===== src/rtl/floating_division.sv =====
// rtl/floating_division.sv - iterative binary32 divider, one restoring quotient bit per clock
module floating_division #(
  parameter int XLEN = 32
) (
  input  logic            clk,
  input  logic            rst,
  input  logic            start,
  input  logic [XLEN-1:0] A,
  input  logic [XLEN-1:0] B,
  output logic            busy,
  output logic            done,
  output logic [XLEN-1:0] result
);

  typedef enum logic [1:0] {IDLE, DIV, NORM} state_t;

  state_t          state_q;
  logic [4:0]      cnt_q;
  logic            sign_q;
  logic [7:0]      eb_q;
  logic [23:0]     bm_q;
  logic [24:0]     r_q;
  logic [24:0]     q_q;
  logic            busy_q;
  logic            done_q;
  logic [XLEN-1:0] result_q;

  logic            r_ge_d;
  logic [24:0]     r_sub_d;
  logic [24:0]     r_d;
  logic [7:0]      eb_d;
  logic [7:0]      exp_d;
  logic [22:0]     frac_d;

  // One restoring step and the operand/normalisation arithmetic
  always_comb begin
    r_ge_d  = (r_q >= {1'b0, bm_q});
    r_sub_d = r_q - {1'b0, bm_q};
    // After a subtract the remainder is below BM (< 2^24), otherwise R itself is below BM,
    // so dropping bit 24 before the shift never loses information.
    r_d     = r_ge_d ? {r_sub_d[23:0], 1'b0} : {r_q[23:0], 1'b0};
    eb_d    = A[30:23] - B[30:23] + 8'd127;
    if (q_q[24]) begin
      exp_d  = eb_q;
      frac_d = q_q[23:1];
    end else begin
      exp_d  = eb_q - 8'd1;
      frac_d = q_q[22:0];
    end
  end

  // Control FSM with datapath registers and registered outputs
  always_ff @(posedge clk or posedge rst) begin
    if (rst) begin
      state_q  <= IDLE;
      cnt_q    <= '0;
      sign_q   <= 1'b0;
      eb_q     <= '0;
      bm_q     <= '0;
      r_q      <= '0;
      q_q      <= '0;
      busy_q   <= 1'b0;
      done_q   <= 1'b0;
      result_q <= '0;
    end else begin
      done_q <= 1'b0;
      case (state_q)
        IDLE: begin
          if (start) begin
            sign_q  <= A[31] ^ B[31];
            eb_q    <= eb_d;
            bm_q    <= {1'b1, B[22:0]};
            r_q     <= {2'b01, A[22:0]};
            q_q     <= '0;
            cnt_q   <= 5'd24;
            busy_q  <= 1'b1;
            state_q <= DIV;
          end
        end
        DIV: begin
          q_q <= {q_q[23:0], r_ge_d};
          r_q <= r_d;
          if (cnt_q == 5'd0) begin
            state_q <= NORM;
          end else begin
            cnt_q <= cnt_q - 5'd1;
          end
        end
        NORM: begin
          result_q <= {sign_q, exp_d, frac_d};
          done_q   <= 1'b1;
          busy_q   <= 1'b0;
          state_q  <= IDLE;
        end
        default: state_q <= IDLE;
      endcase
    end
  end

  assign busy   = busy_q;
  assign done   = done_q;
  assign result = result_q;

endmodule


===== config.mk =====
export PLATFORM = sky130hd
export DESIGN_NAME = floating_division
export DESIGN_NICKNAME = d
export VERILOG_FILES = /design/src/rtl/floating_division.sv
export SDC_FILE = /design/constraint.sdc
export NUM_CORES = 1
export LEC_CHECK = 0
export ABC_AREA = 1
export BUFFER_PORTS_ARGS = -buffer_cell sky130_fd_sc_hd__buf_2
export CAP_MARGIN = 20
export CORE_MARGIN = 2
export CORE_UTILIZATION = 50
export DETAILED_ROUTE_END_ITERATION = 12
export PLACE_DENSITY = 0.71
export SYNTH_ARGS = -nofsm -noshare
export SYNTH_HDL_FRONTEND = slang
export SYNTH_SLANG_ARGS = --single-unit

===== constraint.sdc =====
create_clock -name clk -period 10.12 [get_ports clk]
set_input_delay 1.012 -clock clk [delete_from_list [all_inputs] [get_ports clk]]
set_output_delay 1.012 -clock clk [all_outputs]
set_load 0.005 [all_outputs]

==> key figures, run 1 <==
Drt
  – Sum of routed wire length over all layers: ~18000 um
  – Total DRC errors in the routed layout: 0
  – WL/cell: around 14 um
  – Via/cell ratio: a little over 5
  – Remaining antenna violation count: 0
  – Iter 0 DRT Violations: roughly 460
  – Detailed-route via count: just under 7k
  – Initial DRT Pass Iterations: 5

Clocking
  – Number of CTS-inserted buffers: 17
  – Clock tree buffer depth: 2
  – CTS H-tree lvls: 4
  – Cts repair resizes: 0
  – Clock-pin transition on the worst setup and hold timing paths: 0.06 ns
  – Post-CTS Hold Buffers: 0
  – CTS tree: done
  – Root cell of the clock tree: sky130_fd_sc_hd__clkbuf_16
  – Clock latency on the worst-skew pair: approximately 0.42 ns
  – CTS sink count: around 120
  – Number of setup buffers added after CTS: 0

GRT
  – Pin count of the biggest net entering global routing: 73
  – Aggregate global-route resource usage: between 20% and 30%
  – First-pass GRT wire length: around 32000 um
  – Via count of the first global-routing pass: ~6.6k
  – Number of antenna violations at the first check in global routing: 0
  – Leftover overflow at the end of global routing: 0

Min path
  – Min-delay worst type: reg2reg

STA
  – Smallest setup slack after layout: about 6.9 ns
  – Minimum clock period after layout: between 3 and 4 ns
  – Hold Fails Final Rpt: 0
  – Max_slew headroom: roughly 36%
  – Worst-margin pin slew: about 0.96 ns
  – Count of final setup violators: 0
  – Max Transition Viols Final: 0
  – Fraction of the cycle the final worst path needs: 31.7%
  – Post-Route Setup TNS: 0 ns
  – Largest clock skew in the final design: between 0.005 and 0.006 ns
  – Unrepaired setup endpoints after global routing: no
  – Fmax achieved: 312 MHz

Pwr
  – Standby leakage power: roughly 4.7 nW
  – Pwr Total: about 0.0034 W
  – Peak supply drop: just under 200 uV
  – Power density cells: between 300 and 400 nW/um^2

Yosys
  – Synthesized net count: between 1k and 1.5k
  – Register area share after synthesis: 40.9%
  – Synth Area per Inst: a little over 7 sq um
  – Number of warning messages in the yosys log: 0
  – Post-synthesis cell type count: 37
  – Synthesized cell area: between 7000 and 8000 sq um
  – Flop and latch count out of synthesis: between 100 and 150
  – Post-synthesis instance total: around 1.0k

Die
  – # IOs: a little over 100
  – Effective utilization at floorplan: about half
  – Number of placement rows: between 40 and 50
  – Core area: ~15000 sq um
  – Die height: roughly 130 um
  – Die outline area: around 16000 sq um
  – Horizontal die dimension: between 100 and 150 um

Run status
  – Result of the run: completed

Critical path
  – Startpoint type of the worst setup path: input pin
  – Worst endpoint data arrival time: roughly 3.5 ns
  – Startpoint-to-endpoint class of the critical path: in2reg
  – WP data required: approximately 10 ns
  – Kind of end point of the critical path: flip-flop
  – Worst-path maximum fanout: 44

Finish
  – Util after Layout: between 50% and 60%
  – Number of filler cells placed in the layout: about 1.5k
  – Number of inserted diodes: 0
  – Layout cells sized above 1: 14.8%
  – Growth of design area from synthesis to finish: 16.3%
  – Net count, final: 1243

Place
  – Sum of net half-perimeters after detailed placement: ~13000 um
  – Global placement routability congestion: between 0.9 and 1
  – Post-Place Setup Slack: between 6 and 7 ns
  – Total of buffers placed on input and output ports: 100

Flow run
  – Max cap viols: 0
report_power, final:
part,total [W],internal (W),switching [W]
Combinational,0.00192,0.000678,0.00124
Clock,0.000610,0.000367,0.000243
Sequential,0.000858,0.000719,0.000139
Total,0.00338,0.00176,0.00162
worst paths after layout:
kind | start | endpoint | slack (ns) | cells past startpoint
max in group asynchronous | rst | q_q[3] | 8.08 | 3
worst max register to register | r_q[12] | r_q[24] | 6.95 | 12
worst min register to register | result[28] | result[28] | 0.47 | 2
worst max-delay path | start | r_q[11] | 6.91 | 8
min in group asynchronous | rst | result[14] | 0.70 | 2
worst min-delay path | result[28] | result[28] | 0.47 | 2
logic make-up (layout without fill, tap and decap cells):
logic type / Yosys count / count (layout) / synth area share, %
adder cells (fa/ha/maj): 42 / 42 / 7.12
AND/OR/NAND/NOR: 465 / 465 / 26.2
AO/OA/AOI/OAI: 185 / 185 / 12.9
flip-flops: 124 / 124 / 40.9
buffers and inverters: 212 / 313 / 10.7
XOR/XNOR: 18 / 18 / 2.08
metrics by stage:
stage               cells  instance area (sq um)  hold slack [ns]
floorplan            1046                   7590            0.426
CTS                  1334                   8800            0.482
global placement     1302                   8210            0.462
global route         1335                   8830            0.494
detailed placement   1302                   8210            0.468
finish               1335                   8830            0.474
registers in the layout (all words and copies together), names as in the netlist:
signal / cells
done: 1
result: 32
state_q: 2
eb_q: 8
cnt_q: 5
bm_q: 24
q_q: 25
r_q: 25
busy: 1
sign_q: 1
cells in the mapped netlist (all sizes together):
cell type	count	area, sq um
nand3b	4	30.0
nor2	89	359
o22ai	24	150
o21bai	2	15.0
fa	2	40.0
ha	40	500
or2	6	37.5
inv	174	653
clkbuf	29	109
xnor2	6	52.6
xor2	12	105
nand2	274	1040
o21ai	117	586
o31ai	2	15.0
nor3	7	45.0
clkinv	1	3.75
dfrtp	124	3100
nand4	25	171
buf	8	50.0
a31oi	1	6.26
nand3	60	305
a21oi	39	210
worst max-delay path, cell delays in order:
cell and delay [ns]:
sky130_fd_sc_hd__buf_2 0.12, sky130_fd_sc_hd__nand2_1 0.70, sky130_fd_sc_hd__nor2_4 0.02, sky130_fd_sc_hd__nor2_1 0.61
sky130_fd_sc_hd__inv_2 0.55, sky130_fd_sc_hd__o21ai_0 0.31, sky130_fd_sc_hd__o21bai_1 0.14, sky130_fd_sc_hd__inv_1 0.05
cell type report:
type                       count  area, sq um  area share (%)
sequential                   124         3100            35.1
clock buffer                  17          425            4.82
multi-input combinational    710         3680            41.7
timing repair buffer         106          566            6.41
clock inverter                15          163            1.84
inverter                     175          659            7.47
tap                          188          235            2.66
placed cells by master (no fill, tap or decap), types with 3 or more instances in the layout:
| cell type | instances |
|---|---|
| sky130_fd_sc_hd__a21oi_1 | 37 |
| sky130_fd_sc_hd__buf_2 | 100 |
| sky130_fd_sc_hd__buf_4 | 5 |
| sky130_fd_sc_hd__clkbuf_16 | 17 |
| sky130_fd_sc_hd__clkinv_2 | 3 |
| sky130_fd_sc_hd__dfrtp_1 | 124 |
| sky130_fd_sc_hd__ha_1 | 40 |
| sky130_fd_sc_hd__inv_1 | 164 |
| sky130_fd_sc_hd__inv_2 | 9 |
| sky130_fd_sc_hd__inv_6 | 5 |
| sky130_fd_sc_hd__nand2_1 | 269 |
| sky130_fd_sc_hd__nand2_2 | 5 |
| sky130_fd_sc_hd__nand3_1 | 59 |
| sky130_fd_sc_hd__nand3b_1 | 4 |
| sky130_fd_sc_hd__nand4_1 | 24 |
| sky130_fd_sc_hd__nor2_1 | 82 |
| sky130_fd_sc_hd__nor2_2 | 4 |
| sky130_fd_sc_hd__nor2_4 | 3 |
| sky130_fd_sc_hd__nor3_1 | 5 |
| sky130_fd_sc_hd__o21ai_0 | 113 |
| sky130_fd_sc_hd__o21ai_1 | 4 |
| sky130_fd_sc_hd__o22ai_1 | 24 |
| sky130_fd_sc_hd__or2_2 | 4 |
| sky130_fd_sc_hd__xnor2_1 | 6 |
| sky130_fd_sc_hd__xor2_1 | 12 |
per-layer routing:
layer / vias up / share of wire [%] / wire (um) / track usage [%]
li1: 3524 / - / - / -
met1: 3167 / 46 / 8470 / 32.5
met2: 153 / 48 / 8810 / 40.4
met3: 27 / 4.5 / 831 / 4.52
met4: 0 / 1.7 / 310 / 6.85
met5: - / 0 / 0 / 0
Note: power is estimated with default switching activity, not from simulation.
==> run 2: changes to the inputs <==
Clock period 10.12 ns to 3.02 ns, I/O delays scaled along.
==> run 2 against run 1 <==
  * Cell count increased by 0.82%
  * Sequential share of layout area decreased by 0.24 points
  * Global-route usage down 0.18 points
  * Final area rose by 0.69%
  * Clock skew up 0.0035 ns
  * Wire length is 2.3% lower
  * Critical endpoint unchanged
  * Largest cell class unchanged
  * Highest routed layer unchanged
==> key figures, run 2 (same netlist as run 1, synthesis figures left out) <==
Critical path
  – Kind of end point of the critical path: flip-flop
  – Startpoint-to-endpoint class of the critical path: reg2reg
  – Critical R2R Capture: r_q[11]
  – Startpoint type of the worst setup path: flip-flop
  – R2r setup slk: 0.78 ns (-6.17 ns)
  – Worst-path maximum fanout: 16 (-64%)
  – Worst endpoint data arrival time: 2.56 ns (-0.96 ns)
  – Worst R2R Path Depth: 11 (-1)
  – Reg2Reg Launch Point: r_q[8]
  – WP data required: 3.34 ns (-7.09 ns)

Place
  – Total of buffers placed on input and output ports: 100 (unchanged)
  – Global placement routability congestion: 0.966 (-0.86%)
  – Inst Count DP: 1314 (+0.92%)
  – Sum of net half-perimeters after detailed placement: 12900 um (about the same)

Finish
  – Post-route non-filler standard cell count: 1346 (+0.82%)
  – Number of inserted diodes: 0 (unchanged)
  – Leading cell type in the layout, fill and taps excluded: sky130_fd_sc_hd__nand2_1
  – Flip-flop count of the largest register after layout: 32 (unchanged)
  – Net count, final: 1254 (+0.88%)
  – Commonest cells after routing, fill and taps aside: sky130_fd_sc_hd__nand2_1, sky130_fd_sc_hd__inv_1, sky130_fd_sc_hd__dfrtp_1
  – Growth of design area from synthesis to finish: 17.1%
  – Layout cells sized above 1: 15.6% (+0.81 points)

Drt
  – Total DRC errors in the routed layout: 0 (unchanged)
  – Remaining antenna violation count: 0 (unchanged)
  – Initial DRT Pass Iterations: 5 (unchanged)
  – Via/cell ratio: 5.07 (-1.5%)
  – WL/cell: 13.4 um (-3.1%)
  – Detailed-route via count: 6825 (-0.67%)
  – Sum of routed wire length over all layers: 18000 um (-2.3%)
  – Iter 0 DRT Violations: 363 (-22%)

Die
  – Number of placement rows: 45 (unchanged)
  – Effective utilization at floorplan: 50.5% (unchanged)
  – Die outline area: 16200 sq um (unchanged)
  – Core area: 15000 sq um (unchanged)
  – # IOs: 101 (unchanged)
  – Horizontal die dimension: 127 um (unchanged)
  – Die height: 127 um (unchanged)

STA
  – Unrepaired setup endpoints after global routing: no
  – Worst-margin pin slew: 0.764 ns (-0.194 ns)
  – Max_slew headroom: 49.0% (+13 points)
  – Fmax achieved: about 450 MHz
  – Post-Route Setup TNS: 0 ns (unchanged)
  – Largest clock skew in the final design: 0.00913 ns (+0.00346 ns)
  – Max Transition Viols Final: 0 (unchanged)
  – Hold Fails Final Rpt: 0 (unchanged)
  – Fraction of the cycle the final worst path needs: approximately three quarters
  – Count of final setup violators: 0 (unchanged)
  – Minimum clock period after layout: ~2.2 ns

Clocking
  – CTS tree: done
  – Clock tree buffer depth: 2 (unchanged)
  – Number of CTS-inserted buffers: 17 (unchanged)
  – Root cell of the clock tree: sky130_fd_sc_hd__clkbuf_16
  – Number of setup buffers added after CTS: 0 (unchanged)
  – CTS sink count: 124 (unchanged)
  – Post-CTS Hold Buffers: 0 (unchanged)
  – Clock latency on the worst-skew pair: 0.43 ns (about the same)
  – Clock-pin transition on the worst setup and hold timing paths: 0.06 ns (about the same)
  – CTS H-tree lvls: 4 (unchanged)
  – Cts repair resizes: 0 (unchanged)

Pwr
  – Peak supply drop: 626 uV (+220%)
  – Power density cells: 1270 nW/um^2 (+230%)
  – Pwr Total: 0.0113 W (+230%)
  – Share of total power in the clock network: 17.5% (-0.5 points)
  – Sw Share: 47.7% (-0.21 points)
  – Proportion of power drawn by flip-flops and latches: 25.0% (-0.4 points)
  – Design internal power: 0.00593 W (+240%)
  – Standby leakage power: 4.74 nW (+0.71%)
  – Switching power: 0.00540 W (+230%)
  – Comb pwr share: 57.6% (+1.0 points)

GRT
  – Number of antenna violations at the first check in global routing: 0 (unchanged)
  – Via count of the first global-routing pass: 6629 (-0.030%)
  – Pin count of the biggest net entering global routing: 125 (+71%)
  – Aggregate global-route resource usage: 24.0% (-0.18 points)
  – Leftover overflow at the end of global routing: 0 (unchanged)
  – First-pass GRT wire length: 31100 um (-1.5%)

Min path
  – Min-delay worst type: in2async

Run status
  – Result of the run: completed

Flow run
  – Max cap viols: 0 (unchanged)
[run 2: cell count changes in the layout (fill, tap and decap cells not counted)]
cell / previous run / this run
sky130_fd_sc_hd__buf_4: 5 / 16
sky130_fd_sc_hd__buf_12: 0 / 1
sky130_fd_sc_hd__buf_16: 1 / 0
sky130_fd_sc_hd__bufinv_16: 2 / 1
sky130_fd_sc_hd__clkbuf_8: 0 / 1
sky130_fd_sc_hd__clkinv_2: 3 / 2
sky130_fd_sc_hd__clkinv_4: 2 / 3
sky130_fd_sc_hd__clkinvlp_4: 2 / 3
sky130_fd_sc_hd__inv_4: 1 / 0
sky130_fd_sc_hd__inv_6: 5 / 6
sky130_fd_sc_hd__inv_8: 1 / 0
[run 2: critical path, cell delays in order (launching register included)]
cell and delay [ns]:
sky130_fd_sc_hd__dfrtp_1 0.39, sky130_fd_sc_hd__ha_1 0.40, sky130_fd_sc_hd__nand2_2 0.12, sky130_fd_sc_hd__nor2_2 0.19
sky130_fd_sc_hd__nand3_1 0.10, sky130_fd_sc_hd__nand3_1 0.19, sky130_fd_sc_hd__nand2_2 0.09, sky130_fd_sc_hd__nand3_2 0.08
sky130_fd_sc_hd__buf_4 0.21, sky130_fd_sc_hd__o21ai_0 0.16, sky130_fd_sc_hd__o21bai_1 0.15, sky130_fd_sc_hd__inv_1 0.05
[run 2: through the flow]
stage | instance area [sq um] | hold slack (ns) | utilization (%) | worst slack (ns)
global route | 8890 | 0.0827 | 59.1 | 0.518
finish | 8890 | 0.0336 | 59.1 | 0.778
global placement | 8320 | 0.461 | 55.3 | 0.798
detailed placement | 8320 | 0.466 | 55.3 | 0.802
floorplan | 7590 | 0.419 | - | 1.04
CTS | 8890 | 0.0683 | 59.1 | 0.778
[run 2: power by group through the flow]
stage	Clock (W)	Sequential [W]	Combinational (W)
after global routing	0.00209	0.00293	0.00754
after detailed placement	0	0.00285	0.00647
final	0.00198	0.00283	0.00652
after floorplan	0	0.00276	0.00497
after CTS	0.00200	0.00283	0.00652
after global placement	0	0.00283	0.00639
[run 2: worst max-delay path by stage]
stage,end,depth (start not counted),startpoint
after CTS,r_q[11],11,r_q[8]
after floorplan,r_q[24],13,r_q[12]
after detailed placement,r_q[11],11,r_q[8]
after global placement,r_q[11],11,r_q[8]
after global routing,cnt_q[4],9,state_q[1]
final,r_q[11],11,r_q[8]
[run 2: area by class of cell]
cell class,count,area (sq um)
multi-input combinational,710,3680
clock buffer,18,439
clock inverter,14,134
sequential,124,3100
inverter,175,661
timing repair buffer,117,641
tap,188,235
fill,1455,6140
[run 2: layer usage]
layer,share of wire (%),vias to the layer above,GRT usage [%]
li1,-,3544,-
met1,47,3105,31.5
met2,46,140,39.2
met3,4.1,36,5.23
met4,2.6,0,9.31
met5,0,-,0
==> run 3: changes to the inputs <==
Clock period 3.02 ns to 2.1 ns, I/O delays scaled along.
==> run 3 against run 2 <==
  * Setup slack worse by 0.74 ns
  * Sequential cell count unchanged
  * Final area rose by 9.7%
  * Combinational power up 78%
  * Largest cell class unchanged
  * Largest power group unchanged
==> key figures, run 3 (same netlist as run 1, synthesis figures left out) <==
Drt
  – WL/cell: 14.6 um (+8.9%)
  – Met1 wire length: 9250 um (+9.8%)
  – Uppermost layer routed: met4
  – Remaining antenna violation count: 0 (unchanged)
  – Detailed-route via count: 7263 (+6.4%)
  – Initial DRT Pass Iterations: 7 (+2)
  – Iter 0 DRT Violations: 495 (+36%)
  – Met3 WL post-DR: 834 um (+13%)
  – Sum of routed wire length over all layers: 20300 um (+13%)
  – Met2 routed wirelength: 9720 um (+16%)
  – Total DRC errors in the routed layout: 0 (unchanged)
  – Via/cell ratio: 5.20 (+2.6%)

GRT
  – Aggregate global-route resource usage: 26.4% (+2.4 points)
  – Via count of the first global-routing pass: 7166 (+8.1%)
  – First-pass GRT wire length: 34100 um (+9.9%)
  – Leftover overflow at the end of global routing: 0 (unchanged)
  – Pin count of the biggest net entering global routing: 53 (-58%)
  – Number of antenna violations at the first check in global routing: 0 (unchanged)

Min path
  – Hold path startpoint: B[16]
  – Worst hold path stage count: 3
  – Min-delay worst type: in2reg
  – Sink of the worst hold path: bm_q[16]

Critical path
  – Library cell contributing the largest single delay on the critical path: sky130_fd_sc_hd__dfrtp_1
  – Reg2Reg Launch Point: r_q[11]
  – Worst endpoint data arrival time: 2.38 ns (-0.18 ns)
  – Peak per-stage delay on the critical path: 0.44 ns (+0.04 ns)
  – Category of cells accounting for the largest share of critical-path delay: simple AND/OR/NAND/NOR gates
  – Startpoint-to-endpoint class of the critical path: reg2reg
  – Critical R2R Capture: r_q[5]
  – WP data required: 2.42 ns (-0.92 ns)
  – Worst R2R Path Depth: 13 (+2)
  – Cell repeated most along the worst path: sky130_fd_sc_hd__nand2_1
  – Kind of end point of the critical path: flip-flop
  – Chain of cells forming the critical path: ha_4 -> nand2_2 -> nor2_4 -> inv_2 -> nor2_4 -> nand4_4 -> nand3_4 -> buf_12 -> nand2_1 -> o21ai_1 -> nand2_1 -> nand2_1 -> inv_1
  – Worst-path maximum fanout: 20 (+4)
  – CP Buf/Inv Count: 3 (+1)
  – R2r setup slk: 0.04 ns (-0.74 ns)
  – Startpoint type of the worst setup path: flip-flop
  – Cell depth of the worst setup path: 13 (+2)

Pwr
  – Sw Share: 47.0% (-0.66 points)
  – Switching power: 0.00879 W (+63%)
  – Peak supply drop: 930 uV (+49%)
  – Design internal power: 0.00991 W (+67%)
  – Share of total power in the clock network: 15.3% (-2.2 points)
  – Power density cells: 1920 nW/um^2 (+51%)
  – Proportion of power drawn by flip-flops and latches: 22.5% (-2.5 points)
  – Comb pwr share: 62.2% (+4.6 points)
  – Standby leakage power: 5.01 nW (+5.9%)

STA
  – Largest clock skew in the final design: 0.00977 ns (+0.000640 ns)
  – Hold Fails Final Rpt: 0 (unchanged)
  – Minimum clock period after layout: 2.06 ns (-0.183 ns)
  – Worst-margin pin slew: 0.672 ns (-0.0918 ns)
  – Count of final setup violators: 0 (unchanged)
  – Fraction of the cycle the final worst path needs: 98.0% (+24 points)
  – Max Transition Viols Final: 0 (unchanged)
  – Fmax achieved: 486 MHz (+8.9%)
  – Max_slew headroom: 55.1% (+6.1 points)
  – Unrepaired setup endpoints after global routing: yes

Clocking
  – Clock tree buffer depth: 2 (unchanged)
  – CTS tree: done
  – Clock-pin transition on the worst setup and hold timing paths: 0.06 ns (about the same)
  – Clock latency on the worst-skew pair: 0.43 ns (about the same)
  – Root cell of the clock tree: sky130_fd_sc_hd__clkbuf_16
  – CTS sink count: 124 (unchanged)
  – CTS H-tree lvls: 4 (unchanged)
  – Number of CTS-inserted buffers: 17 (unchanged)

Finish
  – Post-route design area: 9750 sq um (+9.7%)
  – Layout cells sized above 1: 23.8% (+8.1 points)
  – Growth of design area from synthesis to finish: 28.5%
  – Number of inserted diodes: 0 (unchanged)
  – Net count, final: 1304 (+4.0%)
  – Leading cell type in the layout, fill and taps excluded: sky130_fd_sc_hd__nand2_1
  – Util after Layout: 64.9% (+5.7 points)
  – Flip-flop count of the largest register after layout: 32 (unchanged)
  – Commonest cells after routing, fill and taps aside: sky130_fd_sc_hd__nand2_1, sky130_fd_sc_hd__inv_1, sky130_fd_sc_hd__dfrtp_1

Place
  – Sum of net half-perimeters after detailed placement: 14100 um (+9.8%)
  – Total of buffers placed on input and output ports: 100 (unchanged)
  – Placement-stage cell area: 8590 sq um (+3.2%)
  – Global placement routability congestion: 1.02 (+5.9%)

Flow run
  – Max cap viols: 0 (unchanged)

Die
  – Effective utilization at floorplan: 50.5% (unchanged)
  – Die outline area: 16200 sq um (unchanged)
  – Horizontal die dimension: 127 um (unchanged)
  – Number of placement rows: 45 (unchanged)
  – # IOs: 101 (unchanged)
  – Die height: 127 um (unchanged)
  – Core area: 15000 sq um (unchanged)

Run status
  – Result of the run: completed
-- run 3: cell count changes in the layout (fill, tap and decap cells not counted), moves of 4 or more --
cell and delta:
sky130_fd_sc_hd__nand2_1 -22, sky130_fd_sc_hd__nand3_1 -4, sky130_fd_sc_hd__nand2_2 +20, sky130_fd_sc_hd__nor2_1 -4
sky130_fd_sc_hd__a21oi_1 -7, sky130_fd_sc_hd__ha_1 -20, sky130_fd_sc_hd__ha_4 +20, sky130_fd_sc_hd__inv_1 -12
sky130_fd_sc_hd__a21oi_2 +7, sky130_fd_sc_hd__dlygate4sd3_1 +16, sky130_fd_sc_hd__inv_2 +12, sky130_fd_sc_hd__buf_4 +28
-- run 3: how the worst max path moves through the flow --
stage                       start  endpoint  slack (ns)
after floorplan           r_q[12]   r_q[24]        0.12
after global placement     r_q[0]   r_q[17]       -0.04
after detailed placement   r_q[0]   r_q[17]       -0.06
after CTS                  r_q[8]   r_q[11]      0.0005
after global routing       r_q[0]   r_q[17]       -0.13
final                     r_q[11]    r_q[5]        0.04
-- run 3: stage by stage --
stage / total power [W] / worst slack (ns) / std cells / hold slack, ns / setup TNS, ns
6_report: 0.0187 / 0.0414 / 1396 / 0.000338 / 0
5_1_grt: 0.0205 / -0.127 / 1396 / 0.000652 / -0.637
4_1_cts: 0.0175 / 0.000538 / 1393 / 0.000111 / 0
3_5_place_dp: 0.0143 / -0.0619 / 1345 / 0.335 / -0.0882
3_3_place_gp: 0.0141 / -0.0372 / 1345 / 0.331 / -0.0372
2_1_floorplan: 0.0111 / 0.122 / 1046 / 0.327 / 0
-- run 3: tightest hold or removal path, stage by stage --
cell and delay (ns):
sky130_fd_sc_hd__buf_2 0.07, sky130_fd_sc_hd__nand2_1 0.05, sky130_fd_sc_hd__o21ai_0 0.06
-- run 3: routing by layer --
metal / GRT usage [%] / vias to the layer above
met2: 43.9 / 159
met5: 0 / -
met3: 5.32 / 33
met1: 34.4 / 3429
li1: - / 3642
met4: 10.0 / 0
-- run 3: power by group through the flow --
| stage | clock [W] | combinational, W | sequential [W] |
|---|---|---|---|
| 2_1_floorplan | 0 | 0.00715 | 0.00397 |
| 3_3_place_gp | 0 | 0.0101 | 0.00406 |
| 3_5_place_dp | 0 | 0.0102 | 0.00409 |
| 4_1_cts | 0.00290 | 0.0105 | 0.00409 |
| 5_1_grt | 0.00301 | 0.0131 | 0.00432 |
| 6_report | 0.00287 | 0.0116 | 0.00420 |
-- run 3: what timing repair did --
item,in CTS,in global routing
setup buffers,0,3
pin swaps,0,12
setup endpoints to repair,5,25
endpoints found under the hold margin,42,0
gates resized for setup,13,72
cloned,0,0
hold buffers,16,0
-- run 3: area by class of cell --
type	instances	area, sq um
Fill cell	1334	5280
Multi-Input combinational cell	710	4070
Sequential cell	124	3100
Timing Repair Buffer	167	1100
Inverter	175	661
Clock buffer	18	439
Tap cell	188	235
Clock inverter	14	134
